<file path="src/rtl/dmem_arbiter.sv">
// dmem_arbiter
// Shares one data memory between the CPU load/store path and a host port
// (test / program loading). One access is granted per cycle by round-robin,
// with an optional host lock that is limited by a starvation counter.
// Read data is returned through a registered response one cycle after grant.
//
// Optional feature: define DMEM_ARB_BOUNDS_EN to enable the address bounds
// check (out-of-range accesses are granted but their memory enables are
// suppressed, reads return 0, and oob_err becomes sticky until start).
//
// Ports:
//   clk, start                      clock, synchronous active-high reset
//   cpu_ld, cpu_st, cpu_addr,       CPU request (ld/st mutually exclusive)
//   cpu_wdata
//   cpu_stall                       CPU request present but not granted
//   cpu_rdata, cpu_rvalid           registered CPU load response
//   host_req, host_we, host_lock,   host request, held until host_gnt
//   host_addr, host_wdata
//   host_gnt                        host request accepted this cycle
//   host_rdata, host_rvalid         registered host read response
//   mem_addr, mem_loadEn,           drive to data_memory
//   mem_storEn, mem_storData
//   mem_loadData                    combinational read data from data_memory
//   oob_err                         sticky out-of-bounds flag
module dmem_arbiter #(
  parameter int AW       = 8,
  parameter int DW       = 8,
  parameter int MEM_SIZE = 64,
  parameter int LOCK_MAX = 8
) (
  input  logic          clk,
  input  logic          start,
  input  logic          cpu_ld,
  input  logic          cpu_st,
  input  logic [AW-1:0] cpu_addr,
  input  logic [DW-1:0] cpu_wdata,
  output logic          cpu_stall,
  output logic [DW-1:0] cpu_rdata,
  output logic          cpu_rvalid,
  input  logic          host_req,
  input  logic          host_we,
  input  logic          host_lock,
  input  logic [AW-1:0] host_addr,
  input  logic [DW-1:0] host_wdata,
  output logic          host_gnt,
  output logic [DW-1:0] host_rdata,
  output logic          host_rvalid,
  output logic [AW-1:0] mem_addr,
  output logic          mem_loadEn,
  output logic          mem_storEn,
  output logic [DW-1:0] mem_storData,
  input  logic [DW-1:0] mem_loadData,
  output logic          oob_err
);

  localparam int CW = $clog2(LOCK_MAX + 1);
  localparam logic [CW-1:0] LOCK_LIMIT = CW'(LOCK_MAX);

  // Arbitration state
  logic          r_last_win;     // 0 = CPU won last grant, 1 = host
  logic          r_lock_active;
  logic [CW-1:0] r_lock_cnt;

  // Response registers
  logic          r_cpu_rvalid;
  logic [DW-1:0] r_cpu_rdata;
  logic          r_host_rvalid;
  logic [DW-1:0] r_host_rdata;

  // Combinational arbitration
  logic          w_cpu_req;
  logic          w_host_req;
  logic          w_lock_hold;
  logic          w_cpu_win;
  logic          w_host_win;
  logic          w_grant;
  logic          w_rd;
  logic          w_wr;
  logic [AW-1:0] w_addr;
  logic [DW-1:0] w_wdata;
  logic          w_oob;
  logic          w_lock_clr;

  // Requests are masked while start is high so the whole grant path idles.
  assign w_cpu_req  = (cpu_ld | cpu_st) & ~start;
  assign w_host_req = host_req & ~start;

  // Lock override only while the starvation counter has headroom; once it
  // saturates, normal round-robin hands the next contended cycle to the CPU
  // (the host was the last winner).
  assign w_lock_hold = r_lock_active & (r_lock_cnt < LOCK_LIMIT);

  always_comb begin
    w_cpu_win  = 1'b0;
    w_host_win = 1'b0;
    if (w_cpu_req && w_host_req) begin
      if (w_lock_hold || !r_last_win) begin
        w_host_win = 1'b1;
      end else begin
        w_cpu_win = 1'b1;
      end
    end else if (w_cpu_req) begin
      w_cpu_win = 1'b1;
    end else if (w_host_req) begin
      w_host_win = 1'b1;
    end
  end

  assign w_grant = w_cpu_win | w_host_win;

  // Winner's operands; everything is 0 with no winner.
  always_comb begin
    w_rd    = 1'b0;
    w_wr    = 1'b0;
    w_addr  = '0;
    w_wdata = '0;
    if (w_cpu_win) begin
      w_rd    = cpu_ld;
      w_wr    = cpu_st;
      w_addr  = cpu_addr;
      w_wdata = cpu_wdata;
    end else if (w_host_win) begin
      w_rd    = ~host_we;
      w_wr    = host_we;
      w_addr  = host_addr;
      w_wdata = host_wdata;
    end
  end

`ifdef DMEM_ARB_BOUNDS_EN
  localparam logic [AW:0] MEM_LIMIT = (AW + 1)'(MEM_SIZE);
  logic r_oob_err;
  // Extra top bit keeps the compare valid when MEM_SIZE == 2**AW.
  assign w_oob   = w_grant & ({1'b0, w_addr} >= MEM_LIMIT);
  assign oob_err = r_oob_err;

  always_ff @(posedge clk) begin
    if (start) begin
      r_oob_err <= 1'b0;
    end else if (w_oob) begin
      r_oob_err <= 1'b1;
    end
  end
`else
  assign w_oob   = 1'b0;
  assign oob_err = 1'b0;
`endif

  assign mem_addr     = w_addr;
  assign mem_storData = w_wdata;
  assign mem_loadEn   = w_rd & ~w_oob;
  assign mem_storEn   = w_wr & ~w_oob;

  assign cpu_stall = w_cpu_req & ~w_cpu_win;
  assign host_gnt  = w_host_req & w_host_win;

  // The lock drops as soon as the host lets go of req or lock, or the CPU
  // gets through; the counter is tied to the same condition.
  assign w_lock_clr = ~host_req | ~host_lock | w_cpu_win;

  always_ff @(posedge clk) begin
    if (start) begin
      r_last_win    <= 1'b1;
      r_lock_active <= 1'b0;
      r_lock_cnt    <= '0;
    end else begin
      if (w_grant) begin
        r_last_win <= w_host_win;
      end
      if (w_lock_clr) begin
        r_lock_active <= 1'b0;
        r_lock_cnt    <= '0;
      end else begin
        if (w_host_win) begin
          r_lock_active <= 1'b1;
        end
        // Only locked grants that actually keep the CPU waiting count.
        if (w_host_win && w_cpu_req && (r_lock_cnt < LOCK_LIMIT)) begin
          r_lock_cnt <= r_lock_cnt + CW'(1);
        end
      end
    end
  end

  // Read responses; out-of-range reads (bounds build) return 0.
  always_ff @(posedge clk) begin
    if (start) begin
      r_cpu_rvalid  <= 1'b0;
      r_cpu_rdata   <= '0;
      r_host_rvalid <= 1'b0;
      r_host_rdata  <= '0;
    end else begin
      r_cpu_rvalid  <= w_cpu_win & cpu_ld;
      r_host_rvalid <= w_host_win & ~host_we;
      if (w_cpu_win && cpu_ld) begin
        r_cpu_rdata <= w_oob ? '0 : mem_loadData;
      end
      if (w_host_win && !host_we) begin
        r_host_rdata <= w_oob ? '0 : mem_loadData;
      end
    end
  end

  // Masked by start so a response in flight never shows while reset is held.
  assign cpu_rvalid  = r_cpu_rvalid & ~start;
  assign host_rvalid = r_host_rvalid & ~start;
  assign cpu_rdata   = r_cpu_rdata;
  assign host_rdata  = r_host_rdata;

endmodule

</file>
<file path="config.mk">
export PLATFORM = sky130hd
export DESIGN_NAME = dmem_arbiter
export DESIGN_NICKNAME = d
export VERILOG_FILES = /design/src/rtl/dmem_arbiter.sv
export SDC_FILE = /design/constraint.sdc
export NUM_CORES = 1
export LEC_CHECK = 0
export ABC_CLOCK_PERIOD_IN_PS = 2000
export CORE_MARGIN = 3
export CORE_UTILIZATION = 50
export CTS_BUF_LIST = sky130_fd_sc_hd__clkbuf_4 sky130_fd_sc_hd__clkbuf_8
export CTS_CLUSTER_SIZE = 40
export DETAILED_ROUTE_END_ITERATION = 8
export DONT_BUFFER_PORTS = 1
export GPL_ROUTABILITY_DRIVEN = 0
export MAX_ROUTING_LAYER = met4
export PLACE_DENSITY = 0.77
export SYNTH_ARGS = -nofsm -noshare
export SYNTH_HDL_FRONTEND = slang
export SYNTH_SLANG_ARGS = --single-unit
</file>
<file path="constraint.sdc">
create_clock -name clk -period 2 [get_ports clk]
set_input_delay 0.4 -clock clk [delete_from_list [all_inputs] [get_ports clk]]
set_output_delay 0.4 -clock clk [all_outputs]
set_load 0.02 [all_outputs]
</file>
[After elaboration in Yosys (flattened, before gate mapping)]
Cells that the tools add are included.
Word-level totals
  flip-flop bits (word level): 24
  bits in latches: 0
  memory bits (writable): 0
  memory bits (read-only): 0
  input bits: 47
  output and inout port bits: 39
  word-level logic and storage cells: 51
  memories: 0
Cells by class
  add/subtract/negate cells: 1
  multipliers: 0
  divide/modulo/power cells: 0
  order comparisons: 1
  equality and inequality tests: 0
  shift-type cells: 0
  mux-type cells: 15
  bitwise operators: 18
  reduce and logical (&&, ||, !) cells: 9
Operators with widths (number)
  2-to-1 mux 8 bit: 4
  2-to-1 mux 1 bit: 11
  bitwise AND 1 bit: 9
  logical AND 1 bit: 5
  inverter 1 bit: 5
  adder 4 x 1 -> 4 bit (second input constant): 1
  less-than comparator 4 bit (second input constant): 1
  bitwise OR 1 bit: 4
  zero test 1 bit: 2
  OR reduction 2 bit: 1
  logical OR 1 bit: 1

[Logic depth before layout (Yosys ltp)]
Gate-level depths: netlist of run 1.
  word-level depth: 7
  gate-level depth with buffers: 6
  mapped depth without buffers: 4

[Worst setup path before layout of run 1]
OpenSTA, ideal clock, no wires.
  path type: input to output
  start point: in cpu_ld
  end point: out mem_addr[0]
  arrival: 1.519 ns
  required time: 1.600 ns
  path slack: 0.081 ns
  stages on the path: 4
  buffers on the path: 1
  cell sequence: or2_2 a31oi_2 buf_6 a22o_1
Between the ends
  longest elaborated chain between the ends: 6
Ends and longest elaborated chain
  from (decl): line 33  | input logic cpu_ld,
  bitwise OR 1 bit *: line 85  | assign w_cpu_req = (cpu_ld | cpu_st) & ~start;
  bitwise AND 1 bit *: line 85
  2-to-1 mux 1 bit or logical AND 1 bit (tied branches): line 102, 96
  2-to-1 mux 1 bit: line 96  | if (w_cpu_req && w_host_req) begin
  2-to-1 mux 8 bit: line 122  | end else if (w_host_win) begin
  2-to-1 mux 8 bit *: line 117  | if (w_cpu_win) begin
  to (decl): line 48  | output logic [AW-1:0] mem_addr,
Mark *: on every way between the ends. The rest lies on a longest branch, timed or not.

[Final worst setup path of run 1]
  start point: reg r_lock_active
  end point: out mem_storData[7]
Between the ends
  longest elaborated chain between the ends: 6
Ends and longest elaborated chain
  from (decl): line 61  | logic r_lock_active;
  from (signal assigned): line 164  | r_lock_active <= 1'b0;
  from (signal assigned): line 171  | r_lock_active <= 1'b0;
  from (signal assigned): line 175  | r_lock_active <= 1'b1;
  bitwise AND 1 bit *: line 91  | assign w_lock_hold = r_lock_active & (r_lock_cnt < LOCK_LIMIT);
  logical OR 1 bit *: line 97  | if (w_lock_hold || !r_last_win) begin
  2-to-1 mux 1 bit: line 97
  2-to-1 mux 1 bit: line 96
  2-to-1 mux 8 bit: line 122
  2-to-1 mux 8 bit *: line 117
  to (decl): line 51  | output logic [DW-1:0] mem_storData,
Marked as above.

==> impl_metrics.json, run 1 <==
{
  "postRouteAntennaNets": 0,
  "grt_max_degree": 32,
  "tritoncts": "done",
  "ys_top_cells_by_area": "dfxtp_1 38%, mux2i_1 13%, nand2b_1 7.8%",
  "max_slew_margin_pct": 57.7,
  "synth_common_cells": "24 x dfxtp_1, 17 x mux2i_1, 16 x nand2b_1",
  "io-pin-count": 86,
  "htree_levels": 1,
  "postCtsHoldBufs": 0,
  "cp-end-kind": "output port",
  "hold_path_depth": 1,
  "wire_per_inst_um": 20.2,
  "synth_area_leader_cell": "dfxtp_1",
  "worstSetupPathType": "flop to output port",
  "dr.pass1.iters": 4,
  "rows": 17,
  "die_h_um": 56.6,
  "design.core.area_um2": 2320,
  "synth-edff-count": 0,
  "violations": "setup timing",
  "syn_area_um2": 1280,
  "cts.reportedPaths.clkPinSlew_ns": 0.13,
  "fp.dieW_um": 56.6,
  "die_area_um2": 3200,
  "clk_latency_ns": 0.31,
  "post-route-drc-count": 0,
  "grt_first_pass_wirelength_mm": 4.95,
  "cts_buffers": 3,
  "syn_to_final_growth_pct": 23.3,
  "syn_inst": 125,
  "drive_above_1_share_pct": 36.8,
  "crit_required_ns": 1.60,
  "rsz0062_at_grt": "yes",
  "fin_crit_sh_pct": 102,
  "start_util_pct": 55.2,
  "crit_arrival_ns": 1.63,
  "dp_hpwl_mm": 2.40,
  "clock_skew_ns": 0.00297,
  "fin_crit_ns": 2.03,
  "peakVddDrop_uv": 507,
  "track_usage_pct": 20.2,
  "fin_cells": 161,
  "grt_overflow": 0,
  "cp_max_fo": 7,
  "met3_usage_pct": 7.13,
  "syn-num-nets": 173,
  "pre_cts_ws_ns": 0.191,
  "grt-busiest-layer": "met2",
  "yosys.cell_types.count": 34,
  "ys_seq_area_share_pct": 37.5,
  "clock-sinks": 24,
  "cts-root-buf": "clkbuf_4",
  "synth.most_common_cell": "dfxtp_1",
  "io_buffers": 0,
  "dpl-instance-area_um2": 1320,
  "cellLeakagePower_nw": 0.639,
  "syn_area_per_cell_um2": 10.2,
  "synth_flop_cell": "dfxtp_1",
  "reg2reg_depth": 7,
  "vias": 977,
  "maxCapViolations": 0,
  "async_reset_ff_share_pct": 0,
  "synth_seq_cells": 24,
  "total_power_mw": 1.02,
  "hold_viol": 0,
  "via_per_inst": 6.07,
  "use_met2_pct": 39.3,
  "final_max_slew_viol_count": 0,
  "layout.nets": 182,
  "grt_use_met1_pct": 19.4,
  "drt_iter0_drc": 11,
  "worst_slack_ns": -0.0341,
  "worst_slew_pin_slew_ns": 0.635,
  "max_freq_ghz": 0.492,
  "grt_pass1_vias": 1016,
  "dp_cells": 151,
  "final_area_um2": 1580,
  "outcome": "complete, but fails checks",
  "clockBufferDepth": 2,
  "diodes": 0,
  "holdCritPathClass": "input port to flop",
  "ys_warn_count": 0,
  "finalSetupViolCount": 12,
  "synth_top_area_share_pct": 37.5,
  "worst_setup_path_start_kind": "flop",
  "antenna_found_initial": 0,
  "power_density_nw_per_um2": 649,
  "routed_wl_mm": 3.25
}
==> cell usage in the layout, fill, tap and decap left out, types with 2 or more instances in the layout <==
cell type and instances:
dfxtp_1 21, mux2i_1 17, a22o_4 16, nand2b_1 16, nor2_1 13, buf_4 7
inv_1 3, a21oi_1 3, clkbuf_4 3, buf_6 3, nor2b_1 2, a21bo_2 2
a21oi_2 2, dfxtp_2 2
==> state kept, by name (all words and copies together) (netlist names) <==
| register | flops |
|---|---|
| cpu_rdata | 8 |
| r_lock_cnt | 4 |
| r_cpu_rvalid | 1 |
| r_host_rvalid | 1 |
| r_lock_active | 1 |
| host_rdata | 8 |
| r_last_win | 1 |
==> metrics by stage <==
step	hold slack (ns)	utilization, %	setup TNS (ns)
global placement	0.477	56.7	0
global route	0.114	68.1	-1.80
CTS	0.132	66.8	-0.569
detailed placement	0.479	56.7	0
floorplan	0.486	-	0
finish	0.149	68.1	-0.280
==> path summary, 6_finish.rpt <==
kind / start / slack [ns] / end
worst max-delay path: r_lock_active / -0.03 / mem_storData[7]
worst min-delay path: start / 0.15 / host_rdata[5]
worst max register to register: r_lock_cnt[3] / 0.28 / host_rdata[3]
worst min register to register: r_lock_cnt[1] / 0.55 / r_lock_cnt[1]
==> cell families after synthesis <==
logic type,count (synthesis),share of synthesized area (%)
multiplexers,17,13.3
AND/OR/NAND/NOR,38,17.4
AO/OA/AOI/OAI,32,24.4
buffers and inverters,11,5.38
adder cells (fa/ha/maj),1,0.977
other,1,0.293
flip-flops,24,37.5
XOR/XNOR,1,0.684
==> critical path, stage by stage, from the launching register on <==
cell and delay, ns:
dfxtp_2 0.34, or2b_4 0.23, nand2_4 0.08, a211oi_4 0.32, buf_6 0.20, a22o_4 0.16
==> metal layers <==
metal / part of all wire (%) / up-vias
li1: - / 461
met1: 34 / 462
met2: 57 / 54
met3: 9.4 / 0
met4: 0 / 0
met5: 0 / -
==> area by class of cell <==
class | instances | area [um2]
Timing Repair Buffer | 12 | 134
Tap cell | 28 | 35.0
Multi-Input combinational cell | 90 | 875
Clock buffer | 4 | 36.3
Fill cell | 181 | 741
Inverter | 3 | 11.3
Sequential cell | 24 | 487
==> repair_timing <==
item,CTS,global route
setup endpoints to repair,17,19
cloned,2,0
endpoints found under the hold margin,0,0
setup buffers,1,3
pin swaps,2,2
gates resized for setup,25,3
==> report_power, final <==
group	internal (mW)	leakage [nW]	switching (mW)
Clock	0.111	0.0210	0.139
Combinational	0.117	0.421	0.124
Sequential	0.497	0.197	0.0363
Note: power is estimated with default switching activity, not from simulation.
==> run 2, diff against run 1 <==
--- a/config.mk
+++ b/config.mk
@@ -5,6 +5,7 @@
 export SDC_FILE = /design/constraint.sdc
 export NUM_CORES = 1
 export LEC_CHECK = 0
+export ABC_AREA = 1
 export ABC_CLOCK_PERIOD_IN_PS = 2000
 export CORE_MARGIN = 3
 export CORE_UTILIZATION = 50
==> run 2 against run 1 <==
The flow now finishes without violations. Combinational power fell by 17%. Sequential power barely moved. Die area rose by 3.2%. Critical endpoint is now mem_addr[4]. Largest cell class unchanged. Largest power group unchanged.
==> impl_metrics.json, run 2 <==
{
  "ys_warn_count": 0,
  "worst_slack_ns": 0.108,
  "fin_crit_ns": 1.89,
  "io-pin-count": 86,
  "synth-edff-count": 0,
  "htree_levels": 1,
  "crit_arrival_ns": 1.49,
  "final_max_slew_viol_count": 0,
  "syn-num-nets": 264,
  "wire_per_inst_um": 11.9,
  "syn_inst": 216,
  "post-route-drc-count": 0,
  "syn_to_final_growth_pct": 8.59,
  "finalSetupViolCount": 0,
  "reg2reg_to": "cpu_rdata[5]",
  "clk_latency_ns": 0.31,
  "die_area_um2": 3300,
  "synth_seq_cells": 24,
  "r2r_start": "r_lock_cnt[3]",
  "grt_first_pass_wirelength_mm": 4.45,
  "die_h_um": 57.5,
  "worstSetupPathType": "flop to output port",
  "seq_area_um2": 480,
  "cp-end-kind": "output port",
  "async_reset_ff_share_pct": 0,
  "multi_input_area_um2": 672,
  "via_per_inst": 4.77,
  "synth_area_leader_cell": "dfxtp_1",
  "design.core.area_um2": 2500,
  "start_util_pct": 53.0,
  "cp_max_fo": 7,
  "hold_ws_ns": 0.215,
  "track_usage_pct": 17.2,
  "routed_wl_mm": 2.98,
  "hold_viol": 0,
  "reg2reg_depth": 9,
  "total_power_mw": 0.986,
  "drt_iter0_drc": 26,
  "hp-start": "mem_loadData[0]",
  "syn_area_um2": 1330,
  "antenna_found_initial": 0,
  "outcome": "completed",
  "peakVddDrop_uv": 628,
  "synth.most_common_cell": "nand2_1",
  "io_buffers": 0,
  "cellLeakagePower_nw": 0.807,
  "cts-root-buf": "clkbuf_4",
  "yosys.cell_types.count": 21,
  "synth_common_cells": "86 x nand2_1, 33 x nor2_1, 29 x inv_1",
  "max_freq_ghz": 0.528,
  "tritoncts": "done",
  "cts.reportedPaths.clkPinSlew_ns": 0.13,
  "hold_path_depth": 2,
  "cts_buffers": 3,
  "maxCapViolations": 0,
  "dp_hpwl_mm": 2.33,
  "pre_cts_ws_ns": 0.338,
  "diodes": 0,
  "r2r_setup_slack_ns": 0.54,
  "grt_pass1_vias": 1043,
  "synth_top_area_share_pct": 36.3,
  "final_cell_mix": "77 x nand2_1, 33 x nor2_1, 29 x inv_1",
  "final_common_cell": "nand2_1",
  "fp.dieW_um": 57.5,
  "ys_seq_area_share_pct": 36.3,
  "crit_required_ns": 1.60,
  "drive_above_1_share_pct": 14.0,
  "clock-sinks": 24,
  "rows": 18,
  "ys_top_cells_by_area": "dfxtp_1 36%, nand2_1 24%, nor2_1 9.3%",
  "fin_crit_sh_pct": 94.6,
  "holdCritPathClass": "input port to flop",
  "synth_flop_cell": "dfxtp_1",
  "vias": 1198,
  "layout.nets": 270,
  "min_to": "host_rdata[0]",
  "worst_setup_path_start_kind": "flop",
  "grt_max_degree": 20,
  "dr.pass1.iters": 4,
  "power_density_nw_per_um2": 685,
  "syn_area_per_cell_um2": 6.13,
  "grt_overflow": 0,
  "clock_skew_ns": 0.00375,
  "clockBufferDepth": 2,
  "num-fill-cells": 250,
  "postRouteAntennaNets": 0
}
run 2: cell types whose count changed in the layout (fill, tap and decap cells not counted), moves of 11 or more:
cell / before / now
a22o_4: 16 / 0
nand2_1: 1 / 77
inv_1: 3 / 29
mux2i_1: 17 / 0
nand3_1: 0 / 11
nand2b_1: 16 / 0
nor2_1: 13 / 33
run 2: area by class of cell:
cell class                      count  area share (%)
Clock buffer                        4            2.52
Inverter                           32            8.70
Multi-Input combinational cell    151            46.7
Sequential cell                    24            33.4
Tap cell                           30            2.61
Timing Repair Buffer               10            6.09
run 2: what timing repair did:
item,4_1_cts,5_1_grt
endpoints found under the setup margin,3,18
gates resized for setup,0,11
pin swaps,1,1
hold buffers,0,0
buffers inserted,2,0
endpoints found under the hold margin,0,0
run 2: kinds of logic (layout without fill, tap and decap cells):
group / after synthesis / count (layout) / synth area share (%)
fa+ha+maj: 1 / 1 / 0.944
xor+xnor: 1 / 1 / 0.661
simple gates: 134 / 134 / 40.4
other cells: 1 / 1 / 0.283
compound gates: 14 / 14 / 6.70
flops: 24 / 24 / 36.3
buf+inv: 41 / 46 / 14.7
run 2: critical path: stages (launching register included):
cell and delay, ns:
dfxtp_1 0.33, inv_1 0.07, nand2_1 0.09, nand2_2 0.09, a21oi_4 0.20, buf_4 0.17
nand2_1 0.05, nand2_1 0.17
run 2: metal layers:
metal	GRT usage (%)	vias to the layer above	part of all wire, %
met5	-	-	0
met4	3.31	0	0.54
met3	4.75	2	9.6
met2	29.7	52	49
met1	20.1	494	41
li1	-	650	-
run 2: where the power goes:
| part | switching [mW] | leakage [nW] | internal (mW) |
|---|---|---|---|
| logic | 0.136 | 0.590 | 0.0642 |
| registers | 0.0356 | 0.196 | 0.500 |
| clock network | 0.139 | 0.0210 | 0.111 |
| total | 0.311 | 0.807 | 0.676 |
run 2: metrics by stage:
| stage | utilization, % | cell area, um2 | TNS, ns | cells |
|---|---|---|---|---|
| after global routing | 57.6 | 1440 | -0.0144 | 251 |
| after floorplan | - | 1330 | 0 | 216 |
| final | 57.6 | 1440 | 0 | 251 |
| after detailed placement | 53.9 | 1350 | 0 | 245 |
| after global placement | 53.9 | 1350 | 0 | 245 |
| after CTS | 56.5 | 1410 | 0 | 251 |
run 2: worst max-delay path by stage:
| stage | end | slack (ns) | start | depth (start not counted) |
|---|---|---|---|---|
| finish | mem_addr[4] | 0.11 | r_lock_cnt[3] | 7 |
| global route | mem_loadEn | -0.006 | r_lock_cnt[3] | 7 |
| CTS | mem_loadEn | 0.05 | r_lock_cnt[3] | 7 |
| detailed placement | mem_loadEn | 0.34 | cpu_st | 7 |
| global placement | mem_addr[3] | 0.36 | cpu_st | 7 |
| floorplan | mem_addr[0] | 0.30 | cpu_ld | 9 |
==> run 3, diff against run 2 <==
==> constraint.sdc (replaced) <==
create_clock -name clk -period 2 [get_ports clk]
set_input_delay 0.1 -clock clk [delete_from_list [all_inputs] [get_ports clk]]
set_output_delay 0.1 -clock clk [all_outputs]
set_load 0.005 [all_outputs]
==> run 3 against run 2 <==
Hold slack got worse by 0.16 ns. Die area unchanged. Maximum frequency increased by 2.6%. Flip-flop and latch count unchanged. Combinational power decreased by 14%.
==> impl_metrics.json, run 3 (synthesis results as in run 2) <==
{
  "fin_crit_ns": 1.84,
  "final_area_um2": 1520,
  "antenna_found_initial": 0,
  "worstSetupPathType": "flop to flop",
  "via_per_inst": 4.88,
  "clock_skew_ns": 0.00607,
  "cts_buffers": 3,
  "cts-root-buf": "clkbuf_4",
  "routed_wl_mm": 3.25,
  "cpMostUsedCell": "nand2_1",
  "rows": 18,
  "clock-sinks": 24,
  "postRouteAntennaNets": 0,
  "worst_setup_path_start_kind": "flop",
  "drt-met1-wl_mm": 1.34,
  "clk_latency_ns": 0.32,
  "path_cells": "inv_1 > nand2_1 > nand2_1 > a21oi_4 > buf_12 > a21oi_2 > dlygate4sd3_1 > nor2_1",
  "drt_iter0_drc": 42,
  "hold_ws_ns": 0.0498,
  "dr.pass1.iters": 4,
  "io-pin-count": 86,
  "fp.dieW_um": 57.5,
  "final_max_slew_viol_count": 0,
  "outcome": "completed",
  "cp_num_buf_inv": 3,
  "die_h_um": 57.5,
  "clockBufferDepth": 2,
  "fin_cells": 258,
  "hold_viol": 0,
  "dp_hpwl_mm": 2.27,
  "highest_layer": "met4",
  "grt_first_pass_wirelength_mm": 4.95,
  "wire_per_inst_um": 12.6,
  "cp_top_family": "buffers and inverters",
  "cp_max_fo": 22,
  "grt_pass1_vias": 1065,
  "worst_slew_pin_slew_ns": 0.512,
  "final_common_cell": "nand2_1",
  "layout.nets": 277,
  "cp-end-kind": "flop",
  "cts.reportedPaths.clkPinSlew_ns": 0.14,
  "total_power_mw": 1.05,
  "slowest_delay_ns": 0.55,
  "final_cell_mix": "86 x nand2_1, 33 x nor2_1, 29 x inv_1",
  "peakVddDrop_uv": 455,
  "diodes": 0,
  "die_area_um2": 3300,
  "fin_crit_sh_pct": 92.2,
  "maxCapViolations": 0,
  "holdCritPathClass": "input port to flop",
  "dpl-instance-area_um2": 1310,
  "r2r_setup_slack_ns": 0.16,
  "finalSetupViolCount": 0,
  "pre_cts_ws_ns": 0.599,
  "io_buffers": 0,
  "route.met2.wl_mm": 1.56,
  "post-route-drc-count": 0,
  "power_density_nw_per_um2": 693,
  "crit_path_top_delay_cell": "dlygate4sd3_1",
  "finalSetupTns_ns": 0,
  "utilization_pct": 60.6,
  "drive_above_1_share_pct": 6.58,
  "met3WireLength_um": 270,
  "post_cts_resized": 0,
  "tritoncts": "done",
  "design.core.area_um2": 2500,
  "vias": 1258,
  "cellLeakagePower_nw": 0.837,
  "grt_overflow": 0,
  "syn_to_final_growth_pct": 14.4,
  "rsz0062_at_grt": "no",
  "max_slew_margin_pct": 65.8,
  "track_usage_pct": 19.8,
  "max_freq_ghz": 0.542,
  "crit_arrival_ns": 2.12,
  "worst_slack_ns": 0.156,
  "htree_levels": 1,
  "grt_max_degree": 23,
  "start_util_pct": 53.0,
  "crit_required_ns": 2.27,
  "dp_cells": 238
}
==> run 3: changes by cell type in the layout (fill, tap and decap cells not counted), sizes merged <==
cell,delta
dlygate4sd3,+14
clkbuf,-1
buf,-7
clkinv,-1
inv,+1
bufinv,+1
==> run 3: where the power goes <==
| group | switching (mW) | internal (mW) |
|---|---|---|
| Clock | 0.157 | 0.203 |
| Sequential | 0.0163 | 0.500 |
| Combinational | 0.104 | 0.0696 |
==> run 3: final timing paths <==
kind,startpoint,to,cells past startpoint
setup / recovery,r_lock_cnt[3],cpu_rdata[7],8
hold / removal,start,cpu_rdata[3],3
setup reg to reg,r_lock_cnt[3],cpu_rdata[7],8
hold reg to reg,r_lock_cnt[2],r_lock_cnt[2],2
==> run 3: layer usage <==
layer / track usage, % / vias to the layer above
met5: - / -
met4: 9.93 / 0
met3: 2.49 / 8
met2: 31.0 / 60
met1: 25.1 / 523
li1: - / 667
==> run 3: tightest hold or removal path, delay by kind of cell <==
family                 cells  cell delay, ns
buffers and inverters      1            0.11
AND/OR/NAND/NOR            2            0.13
==> run 3: what timing repair did <==
item                                    4_1_cts  5_1_grt
hold endpoints to repair                     20        0
endpoints found under the setup margin        0        2
hold buffers                                 14        0
setup buffers                                 0        2
==> run 3: layout make-up <==
type,count,area (um2)
multi-input cells,151,649
repair buffers,17,175
flip-flops and latches,24,480
inverters,32,120
well taps,30,37.5
clock inverters,1,30.0
fillers,246,985
clock buffers,3,22.5
